$ cat config.mk
export PLATFORM = sky130hd
export DESIGN_NAME = fetch_stage
export DESIGN_NICKNAME = d
export VERILOG_FILES = /design/src/rtl/fetch_stage_pkg.sv /design/src/rtl/fetch_stage_if_id_reg.sv /design/src/rtl/fetch_stage.sv
export SDC_FILE = /design/constraint.sdc
export NUM_CORES = 1
export LEC_CHECK = 0
export CAP_MARGIN = 20
export CORE_MARGIN = 5
export CORE_UTILIZATION = 35
export CTS_CLUSTER_SIZE = 24
export DETAILED_ROUTE_END_ITERATION = 8
export GPL_TIMING_DRIVEN = 0
export PLACE_DENSITY_LB_ADDON = 0.25
export SLEW_MARGIN = 20
export SYNTH_ARGS = -nofsm -noshare
export SYNTH_HDL_FRONTEND = slang
export SYNTH_SLANG_ARGS = --single-unit
$ cat constraint.sdc
create_clock -name clk -period 4.52 [get_ports clk]
set_input_delay 0.452 -clock clk [delete_from_list [all_inputs] [get_ports clk]]
set_output_delay 0.452 -clock clk [all_outputs]
set_load 0.005 [all_outputs]
$ cat src/rtl/fetch_stage_pkg.sv
// Shared types and constants for the instruction-fetch stage.
// Latency: n/a (declarations only).
// Backpressure: n/a (declarations only).
package fetch_stage_pkg;

  // Width of a virtual instruction address.
  localparam int VIRT_ADDR_WIDTH = 32;

  // Byte distance between consecutive sequential fetches.
  localparam logic [VIRT_ADDR_WIDTH-1:0] FETCH_PC_STEP = VIRT_ADDR_WIDTH'(4);

  // Fetch controller states. Encodings are fixed so that they are stable
  // when probed from outside the block.
  typedef enum logic [1:0] {
    FS_BOOT = 2'd0,
    FS_RUN  = 2'd1,
    FS_MISS = 2'd2
  } fetch_state_e;

  // Force an address onto a word boundary; the low two bits are
  // meaningless for 32-bit instructions.
  function automatic logic [VIRT_ADDR_WIDTH-1:0] word_align(
    input logic [VIRT_ADDR_WIDTH-1:0] addr
  );
    return {addr[VIRT_ADDR_WIDTH-1:2], 2'b00};
  endfunction

endpackage

$ cat src/rtl/fetch_stage_if_id_reg.sv
// IF/ID pipeline register: valid bit plus instruction word and its PC.
// Latency: one cycle from load to outputs.
// Backpressure: hold freezes everything; flush beats hold and hold beats load.
module if_id_reg
  import fetch_stage_pkg::*;
(
  input  logic                       clk,
  input  logic                       reset,
  input  logic                       load,
  input  logic                       hold,
  input  logic                       flush,
  input  logic [31:0]                instr_in,
  input  logic [VIRT_ADDR_WIDTH-1:0] pc_in,
  output logic                       valid,
  output logic [31:0]                instr,
  output logic [VIRT_ADDR_WIDTH-1:0] pc
);

  // Flush only drops the valid bit; the stale payload is harmless because
  // decode ignores it while valid is low.
  always_ff @(posedge clk or posedge reset) begin
    if (reset) begin
      valid <= 1'b0;
      instr <= '0;
      pc    <= '0;
    end else if (flush) begin
      valid <= 1'b0;
    end else if (hold) begin
      valid <= valid;
    end else if (load) begin
      valid <= 1'b1;
      instr <= instr_in;
      pc    <= pc_in;
    end
  end

endmodule

$ cat src/rtl/fetch_stage.sv
// Instruction fetch: owns the PC, drives the iCache lookup, fills IF/ID.
// Latency: PC presented in cycle N shows up on ifid_* after the next posedge on a hit.
// Backpressure: stall_i freezes PC, IF/ID and FSM; a miss inserts bubbles until hit.
module fetch_stage
  import fetch_stage_pkg::*;
#(
  parameter logic [31:0] RESET_PC   = 32'h0000_1000,
  parameter int          MISS_CNT_W = 16
) (
  input  logic                  clk,
  input  logic                  reset,
  input  logic                  stall_i,
  input  logic                  redirect_i,
  input  logic [31:0]           redirect_pc_i,
  output logic [31:0]           icache_addr_o,
  input  logic [31:0]           icache_instr_i,
  input  logic                  icache_hit_i,
  output logic                  ifid_valid_o,
  output logic [31:0]           ifid_instr_o,
  output logic [31:0]           ifid_pc_o,
  output logic                  fetch_busy_o,
  output logic [MISS_CNT_W-1:0] miss_cnt_o
);

  localparam logic [VIRT_ADDR_WIDTH-1:0] BOOT_PC = word_align(RESET_PC);

  fetch_state_e                 state, state_nxt;
  logic [VIRT_ADDR_WIDTH-1:0]   pc, pc_nxt;
  logic [MISS_CNT_W-1:0]        miss_cnt;
  logic                         busy;
  logic                         ifid_load;
  logic                         ifid_hold;
  logic                         ifid_flush;
  logic                         miss_inc;

  // State, PC and the registered busy flag advance together.
  always_ff @(posedge clk or posedge reset) begin
    if (reset) begin
      state <= FS_BOOT;
      pc    <= BOOT_PC;
      busy  <= 1'b0;
    end else begin
      state <= state_nxt;
      pc    <= pc_nxt;
      busy  <= (state_nxt == FS_MISS);
    end
  end

  // Next-state and IF/ID control. Redirect wins over stall, stall wins
  // over the hit/miss outcome. BOOT spends one cycle letting the iCache
  // settle on the reset PC before any lookup is consumed.
  always_comb begin
    state_nxt  = state;
    pc_nxt     = pc;
    ifid_load  = 1'b0;
    ifid_hold  = 1'b0;
    ifid_flush = 1'b0;
    miss_inc   = 1'b0;
    case (state)
      FS_BOOT: begin
        state_nxt = FS_RUN;
        ifid_hold = 1'b1;
      end
      FS_RUN, FS_MISS: begin
        if (redirect_i) begin
          // Any outstanding miss is simply abandoned here.
          pc_nxt     = word_align(redirect_pc_i);
          ifid_flush = 1'b1;
          state_nxt  = FS_RUN;
        end else if (stall_i) begin
          ifid_hold = 1'b1;
        end else if (icache_hit_i) begin
          ifid_load = 1'b1;
          pc_nxt    = pc + FETCH_PC_STEP;
          state_nxt = FS_RUN;
        end else begin
          ifid_flush = 1'b1;
          miss_inc   = 1'b1;
          state_nxt  = FS_MISS;
        end
      end
      default: begin
        state_nxt = FS_BOOT;
        pc_nxt    = BOOT_PC;
        ifid_flush = 1'b1;
      end
    endcase
  end

  // Saturating count of unstalled miss cycles; only reset clears it.
  always_ff @(posedge clk or posedge reset) begin
    if (reset) begin
      miss_cnt <= '0;
    end else if (miss_inc && (miss_cnt != '1)) begin
      miss_cnt <= miss_cnt + MISS_CNT_W'(1);
    end
  end

  if_id_reg u_if_id_reg (
    .clk      (clk),
    .reset    (reset),
    .load     (ifid_load),
    .hold     (ifid_hold),
    .flush    (ifid_flush),
    .instr_in (icache_instr_i),
    .pc_in    (pc),
    .valid    (ifid_valid_o),
    .instr    (ifid_instr_o),
    .pc       (ifid_pc_o)
  );

  assign icache_addr_o = pc;
  assign fetch_busy_o  = busy;
  assign miss_cnt_o    = miss_cnt;

endmodule

# Word level (Yosys, flattened, before mapping)
# Cells that the tools add are included.
[totals]
ram_bits = 0
latch_bits = 0
n_memories = 0
in_bits = 69
elab_cells = 50
mem_bits_ro = 0
register_bits = 116
[op_classes]
magnitude_cmp = 0
reduce_logical = 7
muxes = 24
n_bitwise = 3
addsub = 2
shift = 0
div_mod_pow = 0
mul = 0
eq_ne = 7
[op_table]
columns = ["operator", "count"]
rows = [
  ["2-to-1 mux 32 bit", 3],
  ["case mux 32 bit (2 select lines)", 1],
  ["adder 32 x 3 -> 32 bit, second input constant", 1],
  ["adder 16 x 1 -> 16 bit, second input constant", 1],
  ["inequality test 16 bit, second input constant", 1],
  ["2-to-1 mux 1 bit", 14],
  ["2-to-1 mux 2 bit", 3],
  ["inequality test 3 bit, second input constant", 2],
  ["AND reduction 3 bit", 2],
  ["equality test 2 bit, second input constant", 2],
  ["case mux 1 bit (2 select lines)", 2],
  ["case mux 2 bit (2 select lines)", 1],
  ["inverter 1 bit", 3],
  ["equality test 2 x 1 -> 1 bit, second input constant", 1],
  ["logical NOT 2 bit", 1],
  ["inequality test 2 x 1 -> 1 bit, second input constant", 1],
  ["AND reduction 2 bit", 1],
  ["nonzero test 2 bit", 1],
  ["OR reduction 2 bit", 1],
  ["logical AND 1 bit", 1],
]

# Logic depth before layout (Yosys ltp)
[depth]
depth_word = 7
mapped_depth = 10

# By module
# From an unflattened synthesis, not the netlist that was laid out.
[unflattened]
hier_cells = 475
area_unflattened_um2 = 5704.2
[by_module_without_submodules]
columns = ["mod", "area_per_inst_um2", "cells_each", "seq_area_each_um2", "instances"]
rows = [
  ["fetch_stage", 2969.1, 334, 1227.4, 1],
  ["if_id_reg", 2735.1, 141, 1626.6, 1],
]

# Least setup slack after synthesis
# Ideal clock, no wire load.
[synth_path]
kind = "register -> register"
from = "register state[0]"
to = "register miss_cnt[13], in the netlist miss_cnt_o[13]"
arrival_ns = 2.027
period_less_slack_ns = 2.150
slack_ns = 2.370
n_path_buf = 0
setup_ns = 0.124
stages_incl_launch_ff = 8
cell_sequence = "dfrtp_1 inv_1 ha_1 or4b_4 or3_4 o21ba_4 nand4_1 xnor2_1"
[synth_via]
elab_chain_len = 4
word_cells_on_any_way = 5
cone_classes = "eq/ne (2); mux (1); reduce/logical (2)"
[synth_lines]
columns = ["item", "line_no", "source"]
rows = [
  ["start: declaration", "fetch_stage.sv:27", "fetch_state_e state, state_nxt;"],
  ["start signal: assignment", "fetch_stage.sv:43", "state <= state_nxt;"],
  ["equality test 2 x 1 -> 1 bit or equality test 2 bit (tied branches)", "fetch_stage.sv:59", "case (state)"],
  ["OR reduction 2 bit (*)", "fetch_stage.sv:59", ""],
  ["2-to-1 mux 1 bit (*)", "fetch_stage.sv:59", ""],
  ["logical AND 1 bit (*)", "fetch_stage.sv:94", "end else if (miss_inc && (miss_cnt != '1)) begin"],
  ["end signal: assignment", "fetch_stage.sv:95", "miss_cnt <= miss_cnt + MISS_CNT_W'(1);"],
  ["end: declaration", "fetch_stage.sv:29", "logic [MISS_CNT_W-1:0] miss_cnt;"],
]
# Every way passes the cells marked *; elsewhere a longest branch is shown, timed or not.
# A chain may end at the register's enable or synchronous reset.

# Final worst setup path
[layout_path]
from = "register state[1]"
to = "register pc[14], in the netlist icache_addr_o[14]"
[layout_via]
elab_chain_len = 4
word_cells_on_any_way = 9
cone_classes = "eq/ne (4); mux (1); bitwise (1); reduce/logical (3)"
[layout_lines]
columns = ["item", "line_no", "source"]
rows = [
  ["equality test 2 x 1 -> 1 bit or equality test 2 bit (tied branches)", "fetch_stage.sv:59", ""],
  ["OR reduction 2 bit", "fetch_stage.sv:59", ""],
  ["inequality test 3 bit (no line)", "-", ""],
  ["AND reduction 3 bit (no line)", "-", ""],
  ["end signal: assignment", "fetch_stage.sv:44", "pc <= pc_nxt;"],
  ["end: declaration", "fetch_stage.sv:28", "logic [VIRT_ADDR_WIDTH-1:0] pc, pc_nxt;"],
]
# Parallel ways exist; a longest one is shown, timed or not.

==> impl.org <==
** Power and ir drop
- Worst ir drop on vdd :: 0.296 mV
- Leakage dissipation :: roughly 3.1 nW
- Power spread over the standard cell area amounts to roughly 580 mW/mm².

** Final layout
- Post-route non-filler standard cell count :: 850
- After filler insertion, the fill cell instance count of the layout stands at 1,297.
- Cells with a size suffix above 1 make up between 10 and 15% of the layout.
- Synthesis-to-layout area growth :: 44.5%
- Count of nets after finishing :: between 700 and 800
- The number of antenna diodes in the final layout is 0.
- Most common library cell in the layout ignoring fill and taps :: clkdlybuf4s50_1
- Commonest non-fill, non-tap cells in the layout :: clkdlybuf4s50_1, dfrtp_1, mux2_2
- Non-Filler Cell Area, Final :: between 0.007 and 0.008 mm²

** Yosys
- Number of register bits inferred by synthesis :: approximately 110
- Counting flops with a built-in enable in the synthesized netlist gives 0.
- For this run, asynchronously set or reset flops after synthesis account for 100%.
- Cell count after synthesis :: between 400 and 500
- In the synthesized netlist the dominant register cell turns out to be dfrtp_1.
- After synthesis, the netlist uses between 40 and 50 different library cells.
- Each instance of the synthesized netlist takes up on average 11.1 µm².
- Ys Warns :: 0
- Seq/Total Area, Yosys :: a little over half
- Cell area after synthesis :: 0.00522 mm²

** Die
- The floorplan step set the die height to roughly 130 µm.
- Number of top-level pins :: around 180
- CORE AREA :: ~0.015 mm²
- Row Count :: 44
- Die area :: roughly 0.017 mm²
- Initial cell density of the core :: between 30% and 40%
- In this run the horizontal extent of the chip is 132 µm.

** GRT
- Number of antenna violations at the first check in global routing :: 0
- Overall fraction of global-route tracks in use :: a little under a fifth
- Maximum number of pins on one net before global-route repair :: between 60 and 70
- The total overflow left after global routing is 0.
- First-pass GRT wire length :: between 20,000 and 30,000 µm
- The number of global-route vias before repair is ~4.7k.

** Setup path
- For the worst setup path, the data arrival time is around 3 ns.
- Gate family responsible for the most delay along the worst path :: buffers and inverters
- Along the worst path, the maximum fanout reaches 10.
- Crit-path cells :: inv_1, ha_1, clkbuf_1, nor2b_1, a21oi_1, clkbuf_1, nand2_1, o21ai_0
- STA classifies the critical path endpoint as a flop.
- The worst setup path is of the flop to flop kind.
- Worst R2R Path Depth :: 8
- Stage delay of the slowest cell on the critical path :: 0.48 ns
- Number of cells on the critical path :: 8
- For the worst setup path, the data required time is 4.79 ns.
- Startpoint class of the critical path :: flop
- Number of buffer and inverter stages on the critical path :: 3
- Cell with the largest stage delay on the worst path :: a21oi_1
- In this design, the critical path's most frequently occurring cell is clkbuf_1.

** Clock tree
- H-tree depth :: 3
- The later pin in the worst-skew pair is clocked with a latency of 0.36 ns.
- Clock tree synthesis inserted a total of 9 buffers.
- Clock tree synthesis selected as its root buffer the cell clkbuf_16.
- Clock tree from TritonCTS :: built
- Clock sink count :: 112
- The longest clock path from root to sink contains 2 buffers.
- Post-cts repair resize count :: 0
- Clock-pin slew was measured on the worst setup and hold paths at approximately 0.070 ns.
- Post-cts hold buffer count :: 0
- Buffers added to address setup during post-CTS repair amount to 0.

** Routing
- Via-to-Cell Ratio :: about 5.3
- After the first detailed-routing iteration, the DRC count stood at approximately 220.
- DRC errors left :: 0
- Count of nets left with antenna violations after detail routing :: 0
- In the final routed layout, each cell accounts on average for around 18 µm.
- The first detailed-routing pass ran for 5 iterations.
- Detailed routing inserted a total of 4,463 vias.
- The final layout contains routed wiring with a total length of roughly 15,000 µm.

** Timing
- The clock arrives with ~0.0080 ns of skew.
- Based on the critical path, the design can be clocked at up to between 300 and 400 MHz.
- The final hold violation count was 0.
- The worst path meets setup with around 1.7 ns of slack.
- Post-Route Setup TNS :: 0 ns
- The max-slew violation total from the final report was 0.
- Period utilization :: 62.1%
- At the pin with the least slew margin, the transition time is 0.789 ns.
- Setup repair after global routing left no endpoint under its margin.
- Clock period minus worst slack :: around 2.8 ns
- Worst slew margin relative to its limit :: 46.9%
- Total of endpoints with negative setup slack in the final report :: 0

** Min path
- Hold WC Path Type :: flop to flop
- Along the worst hold path, the cell count comes to 2.

** Run status
- The flow ran to the end, and the final reports show no timing, DRC or antenna violations.

** Placed design
- The congestion estimate from routability-driven global placement came to just over 0.9.
- Number of buffer cells added on primary ports :: 176
- # placed instances :: around 840
- Area post-placement :: between 0.007 and 0.008 mm²
- Worst slack at placement :: around 1.6 ns
- Once detailed placement completed, the half-perimeter wirelength came to roughly 11,000 µm.

** Run
- Max-cap violations in this run came to 0.
layout make-up:
type                            count  area (µm²)  area share [%]
Sequential cell                   112        2800            37.2
Multi-Input combinational cell    320        2250            29.8
Timing Repair Buffer              177        1790            23.7
Tap cell                          184         230            3.05
Clock buffer                       10         229            3.04
Buffer                             28         129            1.71
Clock inverter                      5        58.8           0.780
Inverter                           14        57.6           0.763
flip-flops by register name, indices dropped and copies added, names as in the netlist:
name and cells:
icache_addr_o 30, state 2, u_if_id_reg.valid 1, u_if_id_reg.pc 30, fetch_busy_o 1, miss_cnt_o 16
u_if_id_reg.instr 32
final timing paths:
kind | start | slack (ns) | endpoint
setup / recovery | state[1] | 1.72 | icache_addr_o[14]
hold / removal | u_if_id_reg.valid | 0.48 | u_if_id_reg.valid
setup reg to reg | state[1] | 1.72 | icache_addr_o[14]
hold reg to reg | u_if_id_reg.valid | 0.48 | u_if_id_reg.valid
max in group asynchronous | reset | 3.30 | icache_addr_o[12]
min in group asynchronous | reset | 0.51 | u_if_id_reg.instr[16]
layer usage:
| metal | part of all wire [%] | track usage [%] |
|---|---|---|
| met5 | 0 | 0 |
| met4 | 1.7 | 5.71 |
| met3 | 8.4 | 6.49 |
| met2 | 48 | 29.0 |
| met1 | 42 | 22.7 |
per-stage QoR:
step | hold WS, ns | total power [mW] | util [%]
after global routing | 0.523 | 4.64 | 51.7
after CTS | 0.488 | 4.40 | 51.7
after global placement | 0.466 | 3.54 | 49.5
final | 0.485 | 4.34 | 51.7
after floorplan | 0.471 | 2.44 | -
after detailed placement | 0.472 | 3.59 | 49.7
worst reg2reg max path: cells and delay by family, from the launching register on:
family / cells / cell delay [ns]
AND/OR/NAND/NOR: 2 / 0.55
flip-flops: 1 / 0.40
AO/OA/AOI/OAI: 2 / 0.72
buffers and inverters: 3 / 0.77
adder cells (fa/ha/maj): 1 / 0.29
power breakdown:
part / internal, mW / total [mW] / leakage [nW] / switching [mW]
Combinational: 1.09 / 1.80 / 1.57 / 0.714
Clock: 0.427 / 0.790 / 0.135 / 0.362
Sequential: 1.39 / 1.75 / 1.43 / 0.354
kinds of logic (layout without fill, tap and decap cells):
| family | Yosys count | count (layout) | share of synthesized area (%) |
|---|---|---|---|
| buf+inv | 42 | 234 | 3.48 |
| mux | 62 | 62 | 13.4 |
| flops | 112 | 112 | 53.7 |
| compound gates | 90 | 90 | 11.3 |
| xor+xnor | 19 | 19 | 3.19 |
| simple gates | 141 | 141 | 14.0 |
| other cells | 1 | 4 | 0.0718 |
| fa+ha+maj | 4 | 4 | 0.959 |
cells in the mapped netlist (4+ instances only):
cell | number | area share, %
clkbuf_1 | 16 | 1.2
mux2_2 | 61 | 13
nand3_1 | 24 | 2.3
buf_2 | 7 | 0.67
buf_4 | 4 | 0.58
a32oi_1 | 4 | 0.67
ha_1 | 4 | 0.96
and3_1 | 8 | 0.96
o22ai_1 | 4 | 0.48
xnor2_1 | 10 | 1.7
o311ai_0 | 6 | 1.0
a22oi_1 | 11 | 1.6
and2_1 | 4 | 0.48
nor3_1 | 17 | 1.6
a21oi_1 | 20 | 1.9
nor2_1 | 19 | 1.4
o21ai_0 | 27 | 2.6
nand4_1 | 16 | 1.9
nand2_1 | 34 | 2.4
xor2_1 | 9 | 1.5
inv_1 | 14 | 1.0
dfrtp_1 | 111 | 53
No activity file was read; power rests on OpenSTA's default activity.
